--- config.mk ---
export PLATFORM = sky130hd
export DESIGN_NAME = ex_muldiv_unit
export DESIGN_NICKNAME = d
export VERILOG_FILES = /design/src/rtl/mips_pkg.sv /design/src/rtl/hilo_reg.sv /design/src/rtl/ex_muldiv_unit.sv
export SDC_FILE = /design/constraint.sdc
export NUM_CORES = 1
export LEC_CHECK = 0
export ABC_AREA = 1
export CORE_ASPECT_RATIO = 1.2
export CORE_MARGIN = 2
export CORE_UTILIZATION = 30
export CTS_CLUSTER_SIZE = 30
export DETAILED_ROUTE_END_ITERATION = 12
export HOLD_SLACK_MARGIN = 0.1
export PLACE_DENSITY = 0.57
export SYNTH_ARGS = -nofsm -noshare
export SYNTH_HDL_FRONTEND = slang
export SYNTH_SLANG_ARGS = --single-unit
--- constraint.sdc ---
create_clock -name clk -period 7.9 [get_ports clk]
set_input_delay 1.185 -clock clk [delete_from_list [all_inputs] [get_ports clk]]
set_output_delay 1.185 -clock clk [all_outputs]
set_load 0.03 [all_outputs]
--- src/rtl/mips_pkg.sv ---
// Shared EX-stage definitions: mul/div opcode encoding, FSM state encoding
// and small opcode decode helpers.
package mips_pkg;

  typedef enum logic [1:0] {
    OP_MULT  = 2'b00,
    OP_MULTU = 2'b01,
    OP_DIV   = 2'b10,
    OP_DIVU  = 2'b11
  } op_e;

  typedef enum logic [1:0] {
    IDLE = 2'b00,
    RUN  = 2'b01,
    FIX  = 2'b10,
    DONE = 2'b11
  } state_e;

  function automatic logic op_is_div(input op_e op);
    return (op == OP_DIV) || (op == OP_DIVU);
  endfunction

  function automatic logic op_is_signed(input op_e op);
    return (op == OP_MULT) || (op == OP_DIV);
  endfunction

endpackage

--- src/rtl/hilo_reg.sv ---
// HI/LO architectural register pair sharing a single write enable.
module hilo_reg #(
  parameter int WIDTH = 32
) (
  input  logic             clk,
  input  logic             rst,
  input  logic             we,
  input  logic [WIDTH-1:0] hi_next,
  input  logic [WIDTH-1:0] lo_next,
  output logic [WIDTH-1:0] hi,
  output logic [WIDTH-1:0] lo
);

  logic [1:0][WIDTH-1:0] d_pack;
  logic [1:0][WIDTH-1:0] q_pack;

  assign d_pack = {hi_next, lo_next};

  // Word 1 is HI, word 0 is LO.
  for (genvar gi = 0; gi < 2; gi++) begin : g_word
    logic [WIDTH-1:0] word_reg;

    always_ff @(posedge clk or negedge rst) begin
      if (!rst) begin
        word_reg <= '0;
      end else if (we) begin
        word_reg <= d_pack[gi];
      end
    end

    assign q_pack[gi] = word_reg;
  end

  assign hi = q_pack[1];
  assign lo = q_pack[0];

endmodule

--- src/rtl/ex_muldiv_unit.sv ---
// Iterative EX-stage multiply (shift-add) / divide (restoring) unit writing HI/LO.
// Works on operand magnitudes and applies the sign fixup in a dedicated cycle.
module ex_muldiv_unit
  import mips_pkg::*;
#(
  parameter int WIDTH = 32,
  parameter int CNT_W = 6
) (
  input  logic             clk,
  input  logic             rst,
  input  logic             flush,
  input  logic             start_i,
  input  logic [1:0]       op_i,
  input  logic [WIDTH-1:0] rs_data_i,
  input  logic [WIDTH-1:0] rt_data_i,
  output logic             stall_o,
  output logic             busy_o,
  output logic [WIDTH-1:0] hi_o,
  output logic [WIDTH-1:0] lo_o
);

  state_e             state_reg, state_next;
  logic [CNT_W-1:0]   cnt_reg, cnt_next;
  logic [2*WIDTH-1:0] acc_reg, acc_next;
  logic [WIDTH-1:0]   opb_reg, opb_next;
  logic [WIDTH-1:0]   rs_raw_reg, rs_raw_next;
  logic               div_reg, div_next;
  logic               neg_q_reg, neg_q_next;
  logic               neg_r_reg, neg_r_next;
  logic               div0_reg, div0_next;

  op_e              op;
  logic             rs_neg, rt_neg;
  logic [WIDTH-1:0] rs_mag, rt_mag;
  logic [WIDTH:0]   mul_sum;
  logic [WIDTH:0]   rem_sh;
  logic [WIDTH:0]   div_diff;
  logic [2*WIDTH-1:0] mul_step, div_step, prod_fix;
  logic [WIDTH-1:0] quot, rem;
  logic [WIDTH-1:0] hi_fix, lo_fix;
  logic             hilo_we;

  assign op     = op_e'(op_i);
  assign rs_neg = op_is_signed(op) & rs_data_i[WIDTH-1];
  assign rt_neg = op_is_signed(op) & rt_data_i[WIDTH-1];
  assign rs_mag = rs_neg ? -rs_data_i : rs_data_i;
  assign rt_mag = rt_neg ? -rt_data_i : rt_data_i;

  // acc = {partial product, remaining multiplier bits}; add then shift right.
  assign mul_sum  = {1'b0, acc_reg[2*WIDTH-1:WIDTH]} + {1'b0, opb_reg};
  assign mul_step = acc_reg[0] ? {mul_sum, acc_reg[WIDTH-1:1]}
                               : {1'b0, acc_reg[2*WIDTH-1:1]};

  // acc = {remainder, dividend bits / quotient bits}; shift left, trial subtract.
  assign rem_sh   = acc_reg[2*WIDTH-1:WIDTH-1];
  assign div_diff = rem_sh - {1'b0, opb_reg};
  assign div_step = div_diff[WIDTH] ? {rem_sh[WIDTH-1:0], acc_reg[WIDTH-2:0], 1'b0}
                                    : {div_diff[WIDTH-1:0], acc_reg[WIDTH-2:0], 1'b1};

  assign prod_fix = neg_q_reg ? -acc_reg : acc_reg;
  assign quot     = acc_reg[WIDTH-1:0];
  assign rem      = acc_reg[2*WIDTH-1:WIDTH];

  always_comb begin
    hi_fix = prod_fix[2*WIDTH-1:WIDTH];
    lo_fix = prod_fix[WIDTH-1:0];
    if (div_reg) begin
      if (div0_reg) begin
        hi_fix = rs_raw_reg;
        lo_fix = '1;
      end else begin
        hi_fix = neg_r_reg ? -rem : rem;
        lo_fix = neg_q_reg ? -quot : quot;
      end
    end
  end

  always_comb begin
    state_next  = state_reg;
    cnt_next    = cnt_reg;
    acc_next    = acc_reg;
    opb_next    = opb_reg;
    rs_raw_next = rs_raw_reg;
    div_next    = div_reg;
    neg_q_next  = neg_q_reg;
    neg_r_next  = neg_r_reg;
    div0_next   = div0_reg;
    hilo_we     = 1'b0;
    stall_o     = 1'b0;
    if (flush) begin
      state_next = IDLE;
    end else begin
      case (state_reg)
        IDLE: begin
          if (start_i) begin
            stall_o     = 1'b1;
            state_next  = RUN;
            cnt_next    = '0;
            acc_next    = {{WIDTH{1'b0}}, rs_mag};
            opb_next    = rt_mag;
            rs_raw_next = rs_data_i;
            div_next    = op_is_div(op);
            neg_q_next  = rs_neg ^ rt_neg;
            neg_r_next  = rs_neg;
            div0_next   = op_is_div(op) && (rt_data_i == '0);
          end
        end
        RUN: begin
          stall_o  = 1'b1;
          acc_next = div_reg ? div_step : mul_step;
          cnt_next = cnt_reg + CNT_W'(1);
          if (cnt_reg == CNT_W'(WIDTH - 1)) begin
            state_next = FIX;
            cnt_next   = '0;
          end
        end
        FIX: begin
          stall_o    = 1'b1;
          hilo_we    = 1'b1;
          state_next = DONE;
        end
        DONE: begin
          // The issuing instruction leaves EX now; start_i still refers to it.
          state_next = IDLE;
        end
        default: state_next = IDLE;
      endcase
    end
    if (!rst) begin
      stall_o = 1'b0;
    end
  end

  always_ff @(posedge clk or negedge rst) begin
    if (!rst) begin
      state_reg  <= IDLE;
      cnt_reg    <= '0;
      acc_reg    <= '0;
      opb_reg    <= '0;
      rs_raw_reg <= '0;
      div_reg    <= 1'b0;
      neg_q_reg  <= 1'b0;
      neg_r_reg  <= 1'b0;
      div0_reg   <= 1'b0;
    end else begin
      state_reg  <= state_next;
      cnt_reg    <= cnt_next;
      acc_reg    <= acc_next;
      opb_reg    <= opb_next;
      rs_raw_reg <= rs_raw_next;
      div_reg    <= div_next;
      neg_q_reg  <= neg_q_next;
      neg_r_reg  <= neg_r_next;
      div0_reg   <= div0_next;
    end
  end

  assign busy_o = (state_reg != IDLE);

  hilo_reg #(
    .WIDTH(WIDTH)
  ) u_hilo (
    .clk     (clk),
    .rst     (rst),
    .we      (hilo_we),
    .hi_next (hi_fix),
    .lo_next (lo_fix),
    .hi      (hi_o),
    .lo      (lo_o)
  );

endmodule

# After elaboration in Yosys (flattened, before gate mapping)
# Index checks and enable logic that the tools add are counted.
# W data, S select, Z words.
[word_totals] input_bits=70 wordCells=71 n_memories=0 latchBits=0 register_bits=204 mem_bits_rw=0 output_inout_bits=66 mem_bits_ro=0
[op_classes] magnitude_cmp=0 add_sub_neg=8 n_reduce_logical=12 n_eq_ne=9 multipliers=0 n_mux=27 shift=0 bitwise=4 div_mod_pow=0
[op_table] cell="$mux W64" n=5
[op_table] cell="$mux W32" n=8
[op_table] cell="$neg A32 Y32" n=4
[op_table] cell="$pmux W64 S2" n=1
[op_table] cell="$neg A64 Y64" n=1
[op_table] cell="$add A32 B32 Y33" n=1
[op_table] cell="$sub A33 B32 Y33" n=1
[op_table] cell="$logic_not A32 Y1" n=1
[op_table] cell="$mux W6" n=2
[op_table] cell="$pmux W6 S2" n=1
[op_table] cell="$eq A2 B2 Y1 const B" n=4
[op_table] cell="$pmux W2 S4" n=1
[op_table] cell="$add A6 B1 Y6 const B" n=1
[op_table] cell="$eq A6 B5 Y1 const B" n=1
[op_table] cell="$mux W2" n=3
[op_table] cell="$ne A3 B3 Y1 const B" n=2
[op_table] cell="$reduce_and A3 Y1" n=2
[op_table] cell="$mux W1" n=5
[op_table] cell="$logic_not A2 Y1" n=2
[op_table] cell="$reduce_bool A2 Y1" n=2
[op_table] cell="$and A1 B1 Y1" n=2
[op_table] cell="$eq A2 B1 Y1 const B" n=1
[op_table] cell="$logic_or A1 B1 Y1" n=2
[op_table] cell="$ne A2 B2 Y1 const B" n=1
[op_table] cell="6 further kinds" n=6

# Logic depth before layout (Yosys ltp)
# Gate-level depths: netlist of the first run.
[depth] depth_word=6 ltp_mapped=20 mapped_depth_nobuf=19

# By module
# From an unflattened synthesis of the first run, not the netlist that was laid out.
[hier_totals] hier_cells=3211 area_unflattened_um2=19318.5
[by_module_without_submodules] module="ex_muldiv_unit" seq_area_each_um2=3503.4 area_per_inst_um2=16872.4 instances=1 cells_each=2941
[by_module_without_submodules] module="hilo_reg" seq_area_each_um2=1601.5 area_per_inst_um2=2446.1 instances=1 cells_each=270

# Worst setup path after synthesis of the first run
# OpenSTA, ideal clock, no wires.
[synth_timing] kind="input to output" from="input port flush" to="output port stall_o" n_path_buf=0 slack_ns=4.532 path_stages=1 arrival_time_ns=2.183 required_ns=6.715 path_cell_list="nor4_1"
[synth_via] elab_chain_len=2
[synth_lines] item="start: declaration" line_no="ex_muldiv_unit.sv:11" text="input logic flush,"
[synth_lines] item="$mux W1" line_no="ex_muldiv_unit.sv:90" text="if (flush) begin"
[synth_lines] item="$mux W1" line_no="ex_muldiv_unit.sv:129" text="if (!rst) begin"
[synth_lines] item="end: declaration" line_no="ex_muldiv_unit.sv:16" text="output logic stall_o,"
# Every way passes these cells.

# Worst setup path in the final report of the first run
[layout_timing] from="register state_reg[1]" to="register acc_reg[10]"
[layout_via] elab_chain_len=3 word_cells_on_any_way=6 classes_between="2 x eq/ne; 1 x mux; 3 x reduce/logical"
[layout_lines] item="start: declaration" line_no="ex_muldiv_unit.sv:22" text="state_e state_reg, state_next;"
[layout_lines] item="start signal: assignment" line_no="ex_muldiv_unit.sv:146" text="state_reg <= state_next;"
[layout_lines] item="$eq A2 B1 Y1 or $logic_not A2 Y1 (tied branches)" line_no="ex_muldiv_unit.sv:93" text="case (state_reg)"
[layout_lines] item="$reduce_bool A2 Y1 (no source line) or $ne A2 B2 Y1 (tied branches)"
[layout_lines] item="$reduce_and A3 Y1 (no source line)"
[layout_lines] item="end signal: assignment" line_no="ex_muldiv_unit.sv:148" text="acc_reg <= acc_next;"
[layout_lines] item="end: declaration" line_no="ex_muldiv_unit.sv:24" text="logic [2*WIDTH-1:0] acc_reg, acc_next;"
# Parallel ways exist; a longest one is shown, timed or not.
# A chain may end at the register's enable or synchronous reset.

==> results of run 1 <==
-- per-stage QoR --
stage / util, % / hold WS, ps / power [mW] / setup slack (ps)
floorplan: - / 448 / 6.82 / 4530
global placement: 33.6 / 460 / 9.18 / 3560
detailed placement: 33.6 / 470 / 9.19 / 3510
CTS: 35.0 / 484 / 10.5 / 3750
global route: 35.0 / 495 / 11.5 / 3360
finish: 35.0 / 486 / 10.6 / 3730
-- cells in the final DEF (no fill, tap or decap), types with 4 or more instances in the layout --
| master | count |
|---|---|
| nand3b_1 | 15 |
| xnor2_1 | 16 |
| buf_4 | 23 |
| clkbuf_8 | 10 |
| nand3_1 | 251 |
| o211ai_1 | 7 |
| o22ai_1 | 9 |
| ha_1 | 73 |
| dfrtp_1 | 202 |
| nor2_4 | 4 |
| inv_2 | 8 |
| nor3_1 | 32 |
| inv_1 | 471 |
| nor4_1 | 6 |
| nor2_1 | 326 |
| clkdlybuf4s50_1 | 134 |
| a22oi_1 | 10 |
| o21bai_1 | 4 |
| xor2_1 | 58 |
| or2_2 | 6 |
| clkbuf_16 | 26 |
| nor2_2 | 16 |
| and2_1 | 10 |
| o21ai_1 | 11 |
| o21ai_0 | 193 |
| nand4_1 | 31 |
| nand2_2 | 16 |
| nand2_1 | 1050 |
| a21oi_1 | 264 |
| a31oi_1 | 20 |
| nor3_2 | 5 |
-- layout make-up --
type                            instances  area (um2)  share of cell area, %
Multi-Input combinational cell       2466       11900                   53.3
Sequential cell                       204        5110                   23.0
Inverter                              479        1800                   8.08
Timing Repair Buffer                  158        1530                   6.87
Tap cell                              824        1030                   4.63
Clock buffer                           38         796                   3.57
Clock inverter                          8         130                  0.584
-- worst min-delay path: cells and delay by family (launching register included) --
kind            cells  cell delay (ps)
simple gates        1               50
flops               1              340
compound gates      1               60
-- routing by layer --
layer | global-route usage, % | up-vias | wire length (um)
met5 | 0 | - | 0
met4 | 16.3 | 0 | 5990
met3 | 2.68 | 221 | 3940
met2 | 43.3 | 660 | 39700
met1 | 27.6 | 9884 | 32300
li1 | - | 10500 | -
-- power groups by stage --
stage	sequential, mW	clock [mW]	combinational (mW)
2_1_floorplan	2.16	0	4.66
3_3_place_gp	2.31	0	6.86
3_5_place_dp	2.29	0	6.89
4_1_cts	2.28	1.32	6.93
5_1_grt	2.34	1.36	7.77
6_report	2.30	1.31	6.98
-- final timing paths --
check / from / endpoint / slack [ps] / cells after the start
min in group asynchronous: rst / u_hilo.lo[20]$_DFFE_PN0P_ / 630 / 1
max: state_reg[1]$_DFFE_PN0P_ / acc_reg[10]$_DFFE_PN0P_ / 3730 / 10
max reg2reg: state_reg[1]$_DFFE_PN0P_ / acc_reg[10]$_DFFE_PN0P_ / 3730 / 10
max in group asynchronous: rst / rs_raw_reg[1]$_DFFE_PN0P_ / 5820 / 2
min reg2reg: rs_raw_reg[3]$_DFFE_PN0P_ / rs_raw_reg[3]$_DFFE_PN0P_ / 490 / 2
min: rs_raw_reg[3]$_DFFE_PN0P_ / rs_raw_reg[3]$_DFFE_PN0P_ / 490 / 2
-- kinds of logic (layout without fill, tap and decap cells) --
logic type,Yosys count,count (layout)
AO/OA/AOI/OAI,539,539
XOR/XNOR,74,74
adder cells (fa/ha/maj),75,75
buffers and inverters,608,683
flip-flops,204,204
AND/OR/NAND/NOR,1778,1778
==> flow_summary.ini, run 1 <==
[synthesis]
synth_cell_types = 56
synth-xor-area-share_pct = 3.35
synth_commonest_cells = 1,050 x nand2_1, 473 x inv_1, 328 x nor2_1
seq_area_frac_synth_pct = 26.4
synth_simple_gate_area_share_pct = 38.3
synth_top_area_share_pct = 26.4
yosys_warnings = 0
synth.most_common_cell = nand2_1
postSynthAreaPerCell_um2 = 5.90
synth_fa_ha_area_share_pct = 4.93
ys_ff_latch = 204
synthTopCellsByArea = dfrtp_1 26%, nand2_1 20%, inv_1 9.2%, a21oi_1 6.8%, nand3_1 6.5%
syn_nets = 3423
synthMuxAreaShare_pct = 0
yosys.area.top_type = dfrtp_1
synth_edf_count = 0
syn_inst = 3278
synth_ff_type = dfrtp_1
synthArstFlopShare_pct = 100
syn_area_um2 = 19300
synth_compound_area_share_pct = 14.7
synth_top_family_by_area = simple AND/OR/NAND/NOR gates

[place]
gp_congestion = 0.995
dp.cells = 4131
place_area_um2 = 21300
hpwl_um = 63500
place.port_buffers = 135

[sta]
hold_violations = 0
relSlewSlack_pct = 33.9
worst_slew_pin_slew_ps = 989
finalCriticalPeriod_ps = 4170
layout_worst_path_cycle_share_pct = 52.7
finalSetupViolations = 0
skew_ps = 15.0
tns_ps = 0
drv_slew = 0
grt_setup_unrepaired = no
fmax_mhz = 240

[grt]
track_usage_pct = 24.3
grt_pass1_wl_um = 124000
grt_max_degree = 90
grt.overflow.total = 0
antenna_found_initial = 0
grt_pass1_vias = 20900

[power]
powerDensity_nw_per_um2 = 475
p_int_mw = 4.53
peakVddDrop_uv = 256
clkPwrFrac_pct = 12.3
combPwrFrac_pct = 65.9
power.leakage_nw = 11.2
seq_power_share_pct = 21.7
p_switching_mw = 6.05
switching_share_pct = 57.2

[critical_path]
worstSetupStartpointType = flop
cp_slowest_stage_delay_ps = 770
crit_chain = inv_1 -> ha_1 -> inv_2 -> nor2_1 -> nor2_4 -> buf_4 -> inv_1 -> nand2_1 -> a31oi_1 -> a21oi_1
worst_path_most_repeated_cell = inv_1
slowest_stage = nor2_1
endpoint_kind = flop
worstSetupPathType = flop to flop
cp.required_ps = 8320
crit_family = buffers and inverters
crit_buf_inv = 4
path_max_fanout = 78
crit_arrival_ps = 4580

[floorplan]
rows = 101
die_h_um = 282
start_util_pct = 30.4
die-area_um2 = 66500
ios = 136
coreArea_um2 = 63600
dieWidth_um = 236

[final_layout]
nets = 3480
largest_reg_flops = 64
layout.cells.non_filler = 4177
diodes = 0
final_area_um2 = 22300
drive_gt1_share_pct = 4.00
fillerInstances = 7101
syn_to_final_growth_pct = 15.1

[drt]
viasPerCell = 5.09
first_iter_violations = 1629
routedWlPerCell_um = 19.6
ant_nets = 0
finalWirelength_um = 81900
vias = 21300
firstDrtPassIters = 5
drc = 0

[clock_tree]
htreeDepth = 1
cts.repair.resized = 0
tritoncts = yes
cts-root-buf = clkbuf_16
post_cts_buffers = 0
insertion_delay_ps = 570
hold_buffers = 0
cts_inserted_buffers = 26
clock-sinks = 204
cts_buffer_depth = 3
path_clk_slew_ps = 60

[outcome]
status = finished, final reports clean

[job]
max_cap_violations = 0

[hold_path]
hold_class = flop to flop
(Power assumes the default switching activity.)
==> inputs of run 2 (changes only) <==
==> constraint.sdc (replaced) <==
create_clock -name clk -period 4.02 [get_ports clk]
set_input_delay 0.603 -clock clk [delete_from_list [all_inputs] [get_ports clk]]
set_output_delay 0.603 -clock clk [all_outputs]
set_load 0.03 [all_outputs]
==> run 2 against run 1 <==
  * Cell count grew 0.53%
  * Count of clock-buffer cells in the layout grew 1
  * Sequential cell count is the same
  * Clock skew grew 13 ps
  * Utilization grew 0.47 points
  * Via count grew 0.54%
  * Critical endpoint is now stall_o
  * Largest cell class unchanged
==> flow_summary.ini, run 2 (same netlist as run 1, synthesis figures left out) <==
[drt]
finalWirelength_um = 81900
firstDrtPassIters = 6
viasPerCell = 5.09
first_iter_violations = 2055
routedWlPerCell_um = 19.5
vias = 21400
ant_nets = 0
drc = 0

[grt]
track_usage_pct = 24.3
grt.overflow.total = 0
grt_pass1_vias = 20500
grt_max_degree = 129
antenna_found_initial = 0
grt_pass1_wl_um = 124000

[final_layout]
drive_gt1_share_pct = 4.56
largest_reg_flops = 64
syn_to_final_growth_pct = 16.7
utilization_pct = 35.5
diodes = 0
mostFrequentLayoutCells = 1,050 x nand2_1, 471 x inv_1, 326 x nor2_1, 264 x a21oi_1, 251 x nand3_1
final_common_cell = nand2_1
nets = 3498
final_area_um2 = 22600

[sta]
fmax_mhz = 324
tns_ps = 0
skew_ps = 28.0
finalCriticalPeriod_ps = 3090
relSlewSlack_pct = 26.9
grt_setup_unrepaired = no
worst_slew_pin_slew_ps = 1100
drv_slew = 0
hold_violations = 0
finalSetupViolations = 0
layout_worst_path_cycle_share_pct = 76.8

[clock_tree]
cts_inserted_buffers = 28
tritoncts = yes
insertion_delay_ps = 590
hold_buffers = 1
cts-root-buf = clkbuf_16
post_cts_buffers = 0
cts_buffer_depth = 3
clock-sinks = 204
htreeDepth = 1
cts.repair.resized = 0
path_clk_slew_ps = 70

[place]
place.port_buffers = 135
gp_congestion = 0.966
place_area_um2 = 21500
hpwl_um = 63600

[floorplan]
die_h_um = 282
start_util_pct = 30.4
rows = 101
dieWidth_um = 236
die-area_um2 = 66500
ios = 136
coreArea_um2 = 63600

[job]
max_cap_violations = 0

[outcome]
status = finished, final reports clean

[critical_path]
path_max_fanout = 33
worstSetupStartpointType = primary input
endpoint_kind = output pin
worstSetupPathType = primary input to output pin
crit_arrival_ps = 2490
cp.required_ps = 3420

[power]
total_power_mw = 21.4
power.leakage_nw = 11.3
peakVddDrop_uv = 493
powerDensity_nw_per_um2 = 946

[hold_path]
hold_class = primary input to asynchronous set/reset pin
-- run 2: layout make-up --
class / instances / area (um2)
timing repair buffer: 174 / 1660
clock buffer: 39 / 822
clock inverter: 13 / 265
inverter: 479 / 1800
sequential: 204 / 5110
multi-input combinational: 2466 / 11900
tap: 824 / 1030
fill: 6951 / 41000
-- run 2: routing by layer --
layer | vias to the layer above | track usage (%) | part of all wire, %
li1 | 10500 | - | -
met1 | 9899 | 28.2 | 40
met5 | - | 0 | 0
met4 | 0 | 15.1 | 7.0
met3 | 218 | 2.87 | 5.3
met2 | 728 | 43.0 | 48
-- run 2: through the flow --
| step | std cells | hold slack, ps | worst slack (ps) |
|---|---|---|---|
| floorplan | 3278 | 307 | 1530 |
| global placement | 4146 | 475 | 1110 |
| detailed placement | 4146 | 482 | 1080 |
| CTS | 4199 | 478 | 901 |
| global route | 4199 | 509 | 750 |
| finish | 4199 | 480 | 931 |
-- run 2: power by group --
group          total, mW  switching (mW)  internal [mW]
clock               2.93            1.05           1.88
sequential          4.37            1.35           3.01
combinational       14.1            9.64           4.42
-- run 2: critical path, cell delays in order --
cell,delay [ps]
dlygate4sd3_1,560
buf_8,280
inv_1,80
nor4_1,220
clkdlybuf4s50_1,710
-- run 2: final timing paths --
path,endpoint,startpoint,cells past startpoint,slack (ps)
worst max-delay path,stall_o,rst,5,930
worst min-delay path,u_hilo.lo[3]$_DFFE_PN0P_,rst,2,480
worst max register to register,acc_reg[62]$_DFFE_PN0P_,acc_reg[32]$_DFFE_PN0P_,18,1140
worst min register to register,rs_raw_reg[4]$_DFFE_PN0P_,rs_raw_reg[4]$_DFFE_PN0P_,2,490
max in group asynchronous,div_reg$_DFFE_PN0P_,rst,3,2410
min in group clk,rs_raw_reg[4]$_DFFE_PN0P_,rs_raw_reg[4]$_DFFE_PN0P_,2,490
==> inputs of run 3 (changes only) <==
==> constraint.sdc (replaced) <==
create_clock -name clk -period 3.1 [get_ports clk]
set_input_delay 0.465 -clock clk [delete_from_list [all_inputs] [get_ports clk]]
set_output_delay 0.465 -clock clk [all_outputs]
set_load 0.03 [all_outputs]
==> run 3 against run 2 <==
  * Largest cell class unchanged
  * Highest routed layer unchanged
  * Combinational power rose by 33%
  * Setup slack worse by 620 ps
  * Clock power rose by 20%
  * Die area stayed put
  * Cell area grew 0.78%
  * Global-route usage rose by 0.12 points
  * Clock skew down 9.5 ps
  * Cell count rose by 0.79%
  * Sequential power is 24% higher
  * First-iteration DRC count shrank 8.6%
  * Utilization is 0.28 points higher
  * Count of clock-buffer cells in the layout down 6
==> flow_summary.ini, run 3 (same netlist as run 1, synthesis figures left out) <==
[outcome]
status = finished, final reports clean

[floorplan]
dieWidth_um = 236
ios = 136
rows = 101
die-area_um2 = 66500
start_util_pct = 30.4
die_h_um = 282
coreArea_um2 = 63600

[clock_tree]
clock-sinks = 204
cts.repair.resized = 0
insertion_delay_ps = 590
cts_buffer_depth = 3
htreeDepth = 1
cts_inserted_buffers = 27
path_clk_slew_ps = 70
tritoncts = yes
cts-root-buf = clkbuf_16

[final_layout]
utilization_pct = 35.8
final_area_um2 = 22700
final_common_cell = nand2_1
syn_to_final_growth_pct = 17.6
drive_gt1_share_pct = 5.49
nets = 3533
mostFrequentLayoutCells = 1,050 x nand2_1, 471 x inv_1, 326 x nor2_1, 264 x a21oi_1, 251 x nand3_1
diodes = 0
largest_reg_flops = 64

[critical_path]
critPathLaunch = state_reg[0]$_DFFE_PN0P_
path_max_fanout = 4
worstSetupPathType = flop to output pin
worstSetupStartpointType = flop
r2r-start = acc_reg[32]$_DFFE_PN0P_
crit_arrival_ps = 2320
endpoint_kind = output pin
cp.required_ps = 2630
r2r_cells = 18

[place]
gp_congestion = 1.01
place.port_buffers = 135
place_area_um2 = 21800
hpwl_um = 65800

[drt]
drc = 0
finalWirelength_um = 82500
first_iter_violations = 1879
firstDrtPassIters = 5
vias = 21500
ant_nets = 0
viasPerCell = 5.08
routedWlPerCell_um = 19.5

[hold_path]
holdPathStages = 2
hold_start = rs_raw_reg[7]$_DFFE_PN0P_
hold_class = flop to flop

[power]
clkPwrFrac_pct = 12.7
p_switching_mw = 15.6
power.leakage_nw = 11.5
p_int_mw = 12.0
seq_power_share_pct = 19.6
powerDensity_nw_per_um2 = 1210
combPwrFrac_pct = 67.7
switching_share_pct = 56.6
peakVddDrop_uv = 666

[grt]
grt_pass1_wl_um = 124000
track_usage_pct = 24.4
antenna_found_initial = 0
grt_max_degree = 113
grt_pass1_vias = 20700
grt.overflow.total = 0

[sta]
drv_slew = 0
finalCriticalPeriod_ps = 2790
tns_ps = 0
skew_ps = 18.5
grt_setup_unrepaired = no
fmax_mhz = 359
worst_slew_pin_slew_ps = 952
finalSetupViolations = 0
hold_violations = 0
relSlewSlack_pct = 36.5
layout_worst_path_cycle_share_pct = 89.9
whs_ps = 509

[job]
max_cap_violations = 0
## run 3: cell count changes in the layout (fill, tap and decap cells not counted), sizes merged
cell and delta:
clkinvlp +1, inv +2, clkinv +2, buf +36, clkbuf -6, bufinv -2
## run 3: worst max-delay path: stages (launching register included)
cell	delay, ps
dfrtp_1	410
inv_1	100
ha_1	310
a21oi_1	40
nor4_1	160
clkdlybuf4s50_1	720
## run 3: worst paths after layout
kind	end	slack, ps
setup / recovery	stall_o	310
hold / removal	rs_raw_reg[7]$_DFFE_PN0P_	510
setup reg to reg	acc_reg[62]$_DFFE_PN0P_	370
hold reg to reg	rs_raw_reg[7]$_DFFE_PN0P_	510
max in group asynchronous	acc_reg[57]$_DFFE_PN0P_	1350
min in group asynchronous	u_hilo.lo[0]$_DFFE_PN0P_	560
## run 3: layer usage
layer / vias to the layer above / wire length, um / global-route usage (%)
li1: 10600 / - / -
met1: 9960 / 32600 / 28.0
met2: 717 / 40000 / 43.7
met3: 209 / 4400 / 3.12
met4: 0 / 5590 / 14.6
met5: - / 0 / 0
## run 3: final cells by class
type                       instances  area [um2]
clock buffer                      33         728
clock inverter                    16         240
fill                            7024       40800
inverter                         479        1800
multi-input combinational       2466       11900
sequential                       204        5110
tap                              824        1030
timing repair buffer             210        1960
## run 3: metrics by stage
stage | power (mW) | setup WS (ps) | instances
floorplan | 17.4 | 606 | 3278
global placement | 23.9 | 361 | 4182
detailed placement | 23.8 | 368 | 4182
CTS | 27.5 | 288 | 4232
global route | 29.8 | 75.5 | 4232
finish | 27.6 | 313 | 4232
## run 3: power groups by stage
| stage | Sequential (mW) | Clock [mW] | Combinational (mW) |
|---|---|---|---|
| 6_report | 5.40 | 3.51 | 18.7 |
| 4_1_cts | 5.41 | 3.55 | 18.5 |
| 2_1_floorplan | 5.51 | 0 | 11.9 |
| 3_5_place_dp | 5.43 | 0 | 18.4 |
| 3_3_place_gp | 5.44 | 0 | 18.4 |
| 5_1_grt | 5.51 | 3.64 | 20.6 |
## run 3: repair_timing
item,CTS,global route
hold buffers,1,0
endpoints found under the hold margin,110,0
setup buffers,0,0
